[src/rtl/traffic_sensor_conditioner.sv]
// Synchronises, debounces and lamp-qualifies the A/B vehicle detectors into ta/tb.
// Optional starvation guard enabled by defining TRAFFIC_STARVE_GUARD_EN.
module traffic_sensor_conditioner #(
   parameter int DEBOUNCE_CYCLES = 4,
   parameter int MIN_GREEN       = 8,
   parameter int MAX_GREEN       = 32
) (
   input  logic       clk,
   input  logic       reset,
   input  logic       sens_a_raw,
   input  logic       sens_b_raw,
   input  logic [1:0] la,
   input  logic [1:0] lb,
   output logic       ta,
   output logic       tb,
   output logic       starve_a,
   output logic       starve_b
);

`ifdef TRAFFIC_STARVE_GUARD_EN
   localparam int G_SAT = MAX_GREEN;
`else
   localparam int G_SAT = MIN_GREEN;
`endif
   localparam int DW = $clog2(DEBOUNCE_CYCLES + 1);
   localparam int GW = $clog2(G_SAT + 1);
   localparam logic [1:0] GREEN = 2'b00;

   generate
      if (DEBOUNCE_CYCLES < 1) begin : g_chk_db
         $error("DEBOUNCE_CYCLES must be >= 1");
      end
      if (MIN_GREEN < 1 || MAX_GREEN <= MIN_GREEN) begin : g_chk_green
         $error("need 1 <= MIN_GREEN < MAX_GREEN");
      end
   endgenerate

   // Index 0 is street A, index 1 is street B throughout.
   logic [1:0]         meta_q, meta_d, sync_q, sync_d;
   logic [1:0]         deb_q, deb_d, t_q, t_d, starve_q, starve_d;
   logic [1:0][DW-1:0] db_cnt_q, db_cnt_d;
   logic [1:0][GW-1:0] g_cnt_q, g_cnt_d;
   logic [1:0]         green;

   assign green = {lb == GREEN, la == GREEN};

   always_comb begin
      meta_d   = {sens_b_raw, sens_a_raw};
      sync_d   = meta_q;
      deb_d    = deb_q;
      db_cnt_d = db_cnt_q;
      g_cnt_d  = g_cnt_q;
      t_d      = deb_q;
      starve_d = '0;
      for (int i = 0; i < 2; i++) begin
         // Any return to the accepted value restarts the stability count.
         if (sync_q[i] == deb_q[i]) begin
            db_cnt_d[i] = '0;
         end else if (db_cnt_q[i] == DW'(DEBOUNCE_CYCLES - 1)) begin
            deb_d[i]    = sync_q[i];
            db_cnt_d[i] = '0;
         end else begin
            db_cnt_d[i] = db_cnt_q[i] + DW'(1);
         end

         if (!green[i]) begin
            g_cnt_d[i] = '0;
         end else if (g_cnt_q[i] != GW'(G_SAT)) begin
            g_cnt_d[i] = g_cnt_q[i] + GW'(1);
         end

         if (green[i] && g_cnt_q[i] < GW'(MIN_GREEN)) begin
            t_d[i] = 1'b1;
         end
`ifdef TRAFFIC_STARVE_GUARD_EN
         else if (green[i] && g_cnt_q[i] >= GW'(MAX_GREEN) && deb_q[1-i]) begin
            t_d[i]      = 1'b0;
            starve_d[i] = 1'b1;
         end
`endif
      end
   end

   always_ff @(posedge clk) begin
      if (reset) begin
         meta_q   <= '0;
         sync_q   <= '0;
         deb_q    <= '0;
         db_cnt_q <= '0;
         g_cnt_q  <= '0;
         t_q      <= '0;
         starve_q <= '0;
      end else begin
         meta_q   <= meta_d;
         sync_q   <= sync_d;
         deb_q    <= deb_d;
         db_cnt_q <= db_cnt_d;
         g_cnt_q  <= g_cnt_d;
         t_q      <= t_d;
         starve_q <= starve_d;
      end
   end

   assign ta       = t_q[0];
   assign tb       = t_q[1];
   assign starve_a = starve_q[0];
   assign starve_b = starve_q[1];

endmodule

[config.mk]
export PLATFORM = sky130hd
export DESIGN_NAME = traffic_sensor_conditioner
export DESIGN_NICKNAME = d
export VERILOG_FILES = /design/src/rtl/traffic_sensor_conditioner.sv
export SDC_FILE = /design/constraint.sdc
export NUM_CORES = 1
export LEC_CHECK = 0
export ABC_CLOCK_PERIOD_IN_PS = 2800
export CAP_MARGIN = 20
export CORE_UTILIZATION = 55
export CTS_BUF_LIST = sky130_fd_sc_hd__clkbuf_4 sky130_fd_sc_hd__clkbuf_8
export DETAILED_ROUTE_END_ITERATION = 12
export HOLD_SLACK_MARGIN = 0.05
export PLACE_DENSITY = 0.8
export SLEW_MARGIN = 15
export SYNTH_ARGS = -nofsm -noshare
export SYNTH_HDL_FRONTEND = slang
export SYNTH_SLANG_ARGS = --single-unit
[constraint.sdc]
create_clock -name clk -period 2.8 [get_ports clk]
set_input_delay 0.56 -clock clk [delete_from_list [all_inputs] [get_ports clk]]
set_output_delay 0.56 -clock clk [all_outputs]
set_load 0.01 [all_outputs]
---- Word-level counts from Yosys, hierarchy flattened ----
Index checks and enable logic that the tools add are counted.
word-level totals
  register bits after elaboration ......... 22
  output and inout bits ................... 4
  word-level logic and storage cells ...... 37
cells by class
  add/sub/neg operators ................... 4
  magnitude comparators ................... 2
  equal/unequal tests ..................... 6
  muxes and demuxes ....................... 2
  bitwise operators ....................... 4
  reductions and logical operators ........ 10
operators by type and width
  cell                                                              count
  4-bit by 1-bit adder with 4-bit output (second input constant)    2
  4-bit less-than comparator (second input constant)                2
  4-bit != test (second input constant)                             2
  3-bit by 1-bit adder with 3-bit output (second input constant)    2
  3-bit by 2-bit == test with 1-bit output (second input constant)  2
  3-bit OR reduction                                                2
  2-bit logical NOT                                                 2
  1-bit inverter                                                    4
  2-bit AND reduction                                               2
  2-bit OR reduction                                                2
  1-bit == test                                                     2
  1-bit logical AND                                                 2
  1-bit 2-to-1 mux                                                  2

---- Depth between registers and ports, before layout ----
Gate-level depths: netlist of the first run.
  depth after elaboration ................. 3
  depth in mapped cells ................... 5

---- Worst setup path before layout of the first run ----
OpenSTA, ideal clock, no wires.
  path kind ............................... input-to-reg
  from .................................... input port reset
  to ...................................... register db_cnt_q[0] (netlist name)
  setup time .............................. 0.063 ns
  data arrival time ....................... 1.165 ns
  slack ................................... 1.572 ns
  stages on the path ...................... 3
  path through ............................ buf_2 -> or3_4 -> nor2_2
between the ends
  word-level cells in the longest chain between the ends .. 1
ends and longest elaborated chain
  what                          line  RTL
  from (decl)                   9     input logic reset,
  3-bit OR reduction (no line)  n/a
  to (signal assigned)          97    db_cnt_q <= db_cnt_d;
  to (decl)                     41    logic [1:0][DW-1:0] db_cnt_q, db_cnt_d;
No other way between the ends.
A chain may end at the register's enable or synchronous reset.

---- Final worst setup path of the first run ----
  from .................................... register t_q[0]
  to ...................................... output port ta
RTL lines
  what                    line  RTL
  from (decl)             40    logic [1:0] deb_q, deb_d, t_q, t_d, starve_q, starve_d;
  from (signal assigned)  99    t_q <= t_d;
  to (decl)               14    output logic ta,
No word-level cell between the ends.

==> results by group, run 1 <==
STA
  • Final Cycle Share: 61.1%
  • Layout Skew: 0.000985 ns
  • Fmax: 0.585 GHz
  • Setup slack after layout: 1.09 ns
  • Post-Route Setup TNS: 0 ns
  • Final Critical Period: 1.71 ns
  • RSZ-0062 raised after global routing: false
  • Slew Limit Fails: 0
  • Final setup violation count: 0
  • Final Hold Fails: 0

Clock network
  • Clock Path Buffers: 2
  • CTS tree: built
  • CTS H-tree depth: 1
  • Postcts setup bufs: 0
  • Clock root buffer: clkbuf_4
  • Clock Pin Slew Worst Setup and Hold Paths: 0.12 ns
  • Clk_lat worst skew: 0.30 ns
  • Post_cts resized: 0
  • Hold_buf cts: 0
  • Clk sinks: 22
  • CTS Buf Count: 3

Yosys
  • Synth top area share: 48.7%
  • Cells after Synth: 90
  • YS warnings: 0
  • Avg Inst Size Synth: 10.1 µm²
  • Post-synth cell types: 20
  • Register area share after synthesis: 48.7%
  • Synth Register Bits: 22
  • Post-Syn Area: 905 µm²
  • Yosys top cell by area: dfxtp_1
  • Synth area leaders: dfxtp_1, ha_1, mux2i_1

Placement
  • Worst slack at placement: 0.848 ns
  • Port-buffer cells: 9
  • Dpl hpwl: 879 µm
  • GP Congestion: 0.719
  • Placed cell count: 113

Cells and area
  • Area growth, synth to finish: 16.2%
  • Diodes inserted: 0
  • Most common cell after layout, fill and taps aside: dfxtp_1
  • Share of cells above drive strength 1: 11.9%
  • Fin cells: 117
  • Commonest cells after routing, fill and taps aside: dfxtp_1, inv_1, clkdlybuf4s50_1
  • Final core utilization: 69.0%
  • Nets: 118

Route
  • Drt drc: 0
  • Antenna-violating nets left: 0
  • DRT Wirelength: 1.15 mm
  • Vias per std cell: 4.80
  • Initial DRC Count: 5
  • Vias: 562
  • DRT Pass-1 Iters: 4
  • DR WL/cell: 9.84 µm

Min path
  • Hold Crit Class: register to register

Global route
  • First-pass GRT wire length: 2.10 mm
  • Antenna violations before repair: 0
  • Number of global-route vias before repair: 539
  • Gr ovfl total: 0
  • Total global-route track usage: 16.0%
  • Pin count of the biggest net entering global routing: 14

Critical path
  • Worst setup EP type: output pin
  • Slowest stage delay, CP: 0.52 ns
  • Worst setup path category: register to output pin
  • Startpoint Class: register
  • CP delay by family, top: buffers and inverters
  • CP Cell Sequence: clkdlybuf4s50_1
  • Critical-path top delay cell: clkdlybuf4s50_1
  • CP max FO: 1
  • Crit path required time: 2.24 ns
  • CP bufs+invs: 1
  • Crit path DAT: 1.15 ns

Power and ir drop
  • Worst vdd ir: 0.404 mV
  • Leakage: 0.407 nW
  • Total Power: 590 µW
  • P per Cell Area: 561 nW/µm²

Floorplanning
  • Top-Level Pins: 12
  • Rows: 14
  • Chip Width: 42.6 µm
  • Die area: 1810 µm²
  • Die Span Y: 42.6 µm
  • Initial Util: 59.4%
  • Core ar.: 1520 µm²

Run
  • Max-cap violations: 0

Outcome
  • Outcome: complete, no violations
## path summary, 6_finish.rpt
check,slack (ns),cells past startpoint,startpoint,end
worst max-delay path,1.09,1,t_q[0]$_SDFF_PP0_,ta
worst min-delay path,0.44,1,db_cnt_q[0]$_SDFF_PP0_,db_cnt_q[0]$_SDFF_PP0_
worst max register to register,1.49,4,db_cnt_q[3]$_SDFF_PP0_,db_cnt_q[4]$_SDFF_PP0_
worst min register to register,0.44,1,db_cnt_q[0]$_SDFF_PP0_,db_cnt_q[0]$_SDFF_PP0_
## routing by layer
| layer | track usage, % | vias to the layer above | wire length (µm) | part of all wire, % |
|---|---|---|---|---|
| met5 | 0 | - | 0 | 0 |
| met4 | 9.38 | 0 | 11 | 0.96 |
| met3 | 3.88 | 2 | 35 | 3.0 |
| met2 | 26.8 | 10 | 563 | 49 |
| met1 | 18.3 | 247 | 541 | 47 |
| li1 | - | 303 | - | - |
## registers in the layout (all words and copies together), names as in the netlist
signal,cells
g_cnt_q,8
db_cnt_q,6
deb_q,2
meta_q,2
sync_q,2
t_q,2
## metrics by stage
stage / cell area [µm²] / hold WS (ns)
final: 1050 / 0.437
after CTS: 1050 / 0.437
after detailed placement: 998 / 0.420
after global routing: 1050 / 0.441
after floorplan: 908 / 0.409
after global placement: 998 / 0.418
## report_power, final
part | internal, mW | switching, mW
combinational | 0.0177 | 0.0121
clock | 0.145 | 0.0927
sequential | 0.319 | 0.00344
## cell usage after synthesis
master and instances:
or3_1 2, nand3b_1 4, nand3_1 2, ha_1 8, o22ai_1 2, buf_2 1
xor2_1 2, buf_4 2, nor2_2 6, nand2b_1 2, mux2i_1 4, nor2b_1 4
xnor2_1 4, conb_1 1, inv_1 10, a21oi_1 2, dfxtp_1 22, or3_4 2
nand2_1 2, nor2_1 8
## logic make-up after synthesis
family	Yosys count	synth area share, %
adders and majority gates	8	11.1
other	1	0.415
muxes	4	4.43
DFF	22	48.7
AOI/OAI and AO/OA	4	2.49
and+or+nand+nor	32	20.7
buffers and inverters	13	6.36
xor gates and xnor gates	6	5.81
## cell type report
| type | count | area (µm²) |
|---|---|---|
| timing repair buffer | 9 | 90.1 |
| tap | 16 | 20.0 |
| multi-input combinational | 56 | 410 |
| sequential | 22 | 440 |
| clock buffer | 3 | 22.5 |
| fill | 119 | 473 |
| clock inverter | 1 | 30.0 |
| inverter | 10 | 37.5 |
Power figures use the tool's default switching activity.
==> inputs of run 2 (changes only) <==
Settings changed: ABC_CLOCK_PERIOD_IN_PS 2800 to 1400, CORE_UTILIZATION 55 to 50, PLACE_DENSITY 0.8 to 0.76.
Clock period 2.8 ns to 1.4 ns, I/O delays scaled along.
==> run 2 against run 1 <==
Sequential share of layout area stayed put; first-iteration DRC count down 60%; worst hold slack gained 0.0058 ns; final cell count rose by 8.5%; clock skew rose by 0.00051 ns; sequential power is 100% higher; critical endpoint is now db_cnt_q[2]$_SDFF_PP0_.
==> results by group, run 2 (synthesis gave the netlist of run 1 again) <==
Power and ir drop
  • Psw: 213 µW
  • Internal power: 832 µW
  • Worst vdd ir: 0.678 mV
  • Sw Share: 20.3%
  • Share of total power in the clock network: 32.5%
  • Leakage: 0.413 nW
  • P per Cell Area: 994 nW/µm²
  • Register share of total power: 61.8%
  • Logic pwr share: 5.7%

Floorplanning
  • Top-Level Pins: 12
  • Core ar.: 1710 µm²
  • Die area: 1980 µm²
  • Initial Util: 53.0%
  • Rows: 15
  • Die Span Y: 44.5 µm
  • Chip Width: 44.5 µm

Global route
  • Number of global-route vias before repair: 568
  • Antenna violations before repair: 0
  • Gr ovfl total: 0
  • First-pass GRT wire length: 2.02 mm
  • Pin count of the biggest net entering global routing: 13
  • Total global-route track usage: 14.0%

Cells and area
  • Area growth, synth to finish: 16.2%
  • Final core utilization: 61.5%
  • Largest register by flop count: g_cnt_q
  • Nets: 119
  • FILL cells: 159
  • Diodes inserted: 0
  • Share of cells above drive strength 1: 12.7%
  • Commonest cells after routing, fill and taps aside: dfxtp_1, inv_1, nor2_1, ha_1, clkdlybuf4s50_1
  • Top Registers: g_cnt_q: 8 flops, db_cnt_q: 6 flops
  • Most common cell after layout, fill and taps aside: dfxtp_1
  • Max reg flops: 8

Route
  • Vias: 581
  • DR WL/cell: 9.07 µm
  • Drt drc: 0
  • Vias per std cell: 4.57
  • DRT Wirelength: 1.15 mm
  • DRT Pass-1 Iters: 4
  • Initial DRC Count: 2
  • Antenna-violating nets left: 0

STA
  • RSZ-0062 raised after global routing: false
  • Slew Limit Fails: 0
  • Final setup violation count: 0
  • Setup slack after layout: 0.100 ns
  • Final Critical Period: 1.30 ns
  • Final Hold Fails: 0
  • Post-Route Setup TNS: 0 ns
  • Final Cycle Share: 92.8%
  • Fmax: 0.769 GHz
  • Layout Skew: 0.00149 ns

Placement
  • GP Congestion: 0.706
  • Worst slack at placement: -0.0778 ns
  • Port-buffer cells: 9
  • Dpl hpwl: 907 µm

Clock network
  • CTS H-tree depth: 1
  • Clock Pin Slew Worst Setup and Hold Paths: 0.12 ns
  • Clock root buffer: clkbuf_4
  • CTS Buf Count: 3
  • Clk_lat worst skew: 0.30 ns
  • Clk sinks: 22
  • CTS tree: built
  • Clock Path Buffers: 2
  • Hold_buf cts: 0

Run
  • Max-cap violations: 0

Min path
  • Hold Crit Class: register to register

Outcome
  • Outcome: complete, no violations

Critical path
  • Crit path DAT: 1.55 ns
  • Crit path required time: 1.65 ns
  • Worst setup path category: register to register
  • Worst setup EP type: register
  • Startpoint Class: register
  • CP max FO: 3
run 2: cell types whose count changed in the layout (fill, tap and decap cells not counted), sizes merged:
cell	before	now
clkdlybuf4s50	9	7
bufinv	1	0
dlygate4sd2	0	2
buf	0	1
clkbuf	3	4
run 2: worst paths after layout:
path	from	endpoint	slack [ns]	cells after the start
worst max-delay path	db_cnt_q[0]$_SDFF_PP0_	db_cnt_q[2]$_SDFF_PP0_	0.10	4
worst min-delay path	db_cnt_q[0]$_SDFF_PP0_	db_cnt_q[0]$_SDFF_PP0_	0.44	1
worst min register to register	db_cnt_q[0]$_SDFF_PP0_	db_cnt_q[0]$_SDFF_PP0_	0.44	1
worst max register to register	db_cnt_q[0]$_SDFF_PP0_	db_cnt_q[2]$_SDFF_PP0_	0.10	4
run 2: worst max-delay path, stage by stage (launching register included):
cell	delay [ns]
dfxtp_1	0.34
ha_1	0.20
ha_1	0.21
or3_4	0.42
nor2_2	0.08
run 2: timing repair:
action,4_1_cts,5_1_grt
hold endpoints to repair,0,0
setup endpoints to repair,2,0
setup buffers,0,0
resized for setup,2,0
run 2: through the flow:
stage                     std cells  total power, mW  hold slack [ns]  cell area (µm²)
final                           127             1.04            0.443             1050
after global routing            127             1.08            0.460             1050
after CTS                       127             1.06            0.445             1050
after detailed placement        123            0.722            0.426             1020
after global placement          123            0.719            0.419             1020
after floorplan                  91            0.695            0.408              908
run 2: area by class of cell:
type | instances | area, µm² | share of cell area, %
inverters | 10 | 37.5 | 3.57
clock buffers | 4 | 36.3 | 3.45
well taps | 25 | 31.3 | 2.98
flip-flops and latches | 22 | 440 | 41.9
multi-input cells | 56 | 410 | 39.0
repair buffers | 10 | 95.1 | 9.05
run 2: metal layers:
layer / track usage [%] / part of all wire [%] / wire length, µm
met1: 15.0 / 45 / 513
met2: 25.0 / 51 / 586
met3: 3.67 / 3.1 / 36
met4: 7.27 / 1.3 / 15
met5: 0 / 0 / 0
run 2: power groups by stage:
stage | sequential [mW] | combinational (mW) | clock [mW]
3_3_place_gp | 0.659 | 0.0599 | 0
4_1_cts | 0.646 | 0.0610 | 0.349
5_1_grt | 0.647 | 0.0678 | 0.369
6_report | 0.645 | 0.0599 | 0.340
2_1_floorplan | 0.660 | 0.0351 | 0
3_5_place_dp | 0.660 | 0.0625 | 0
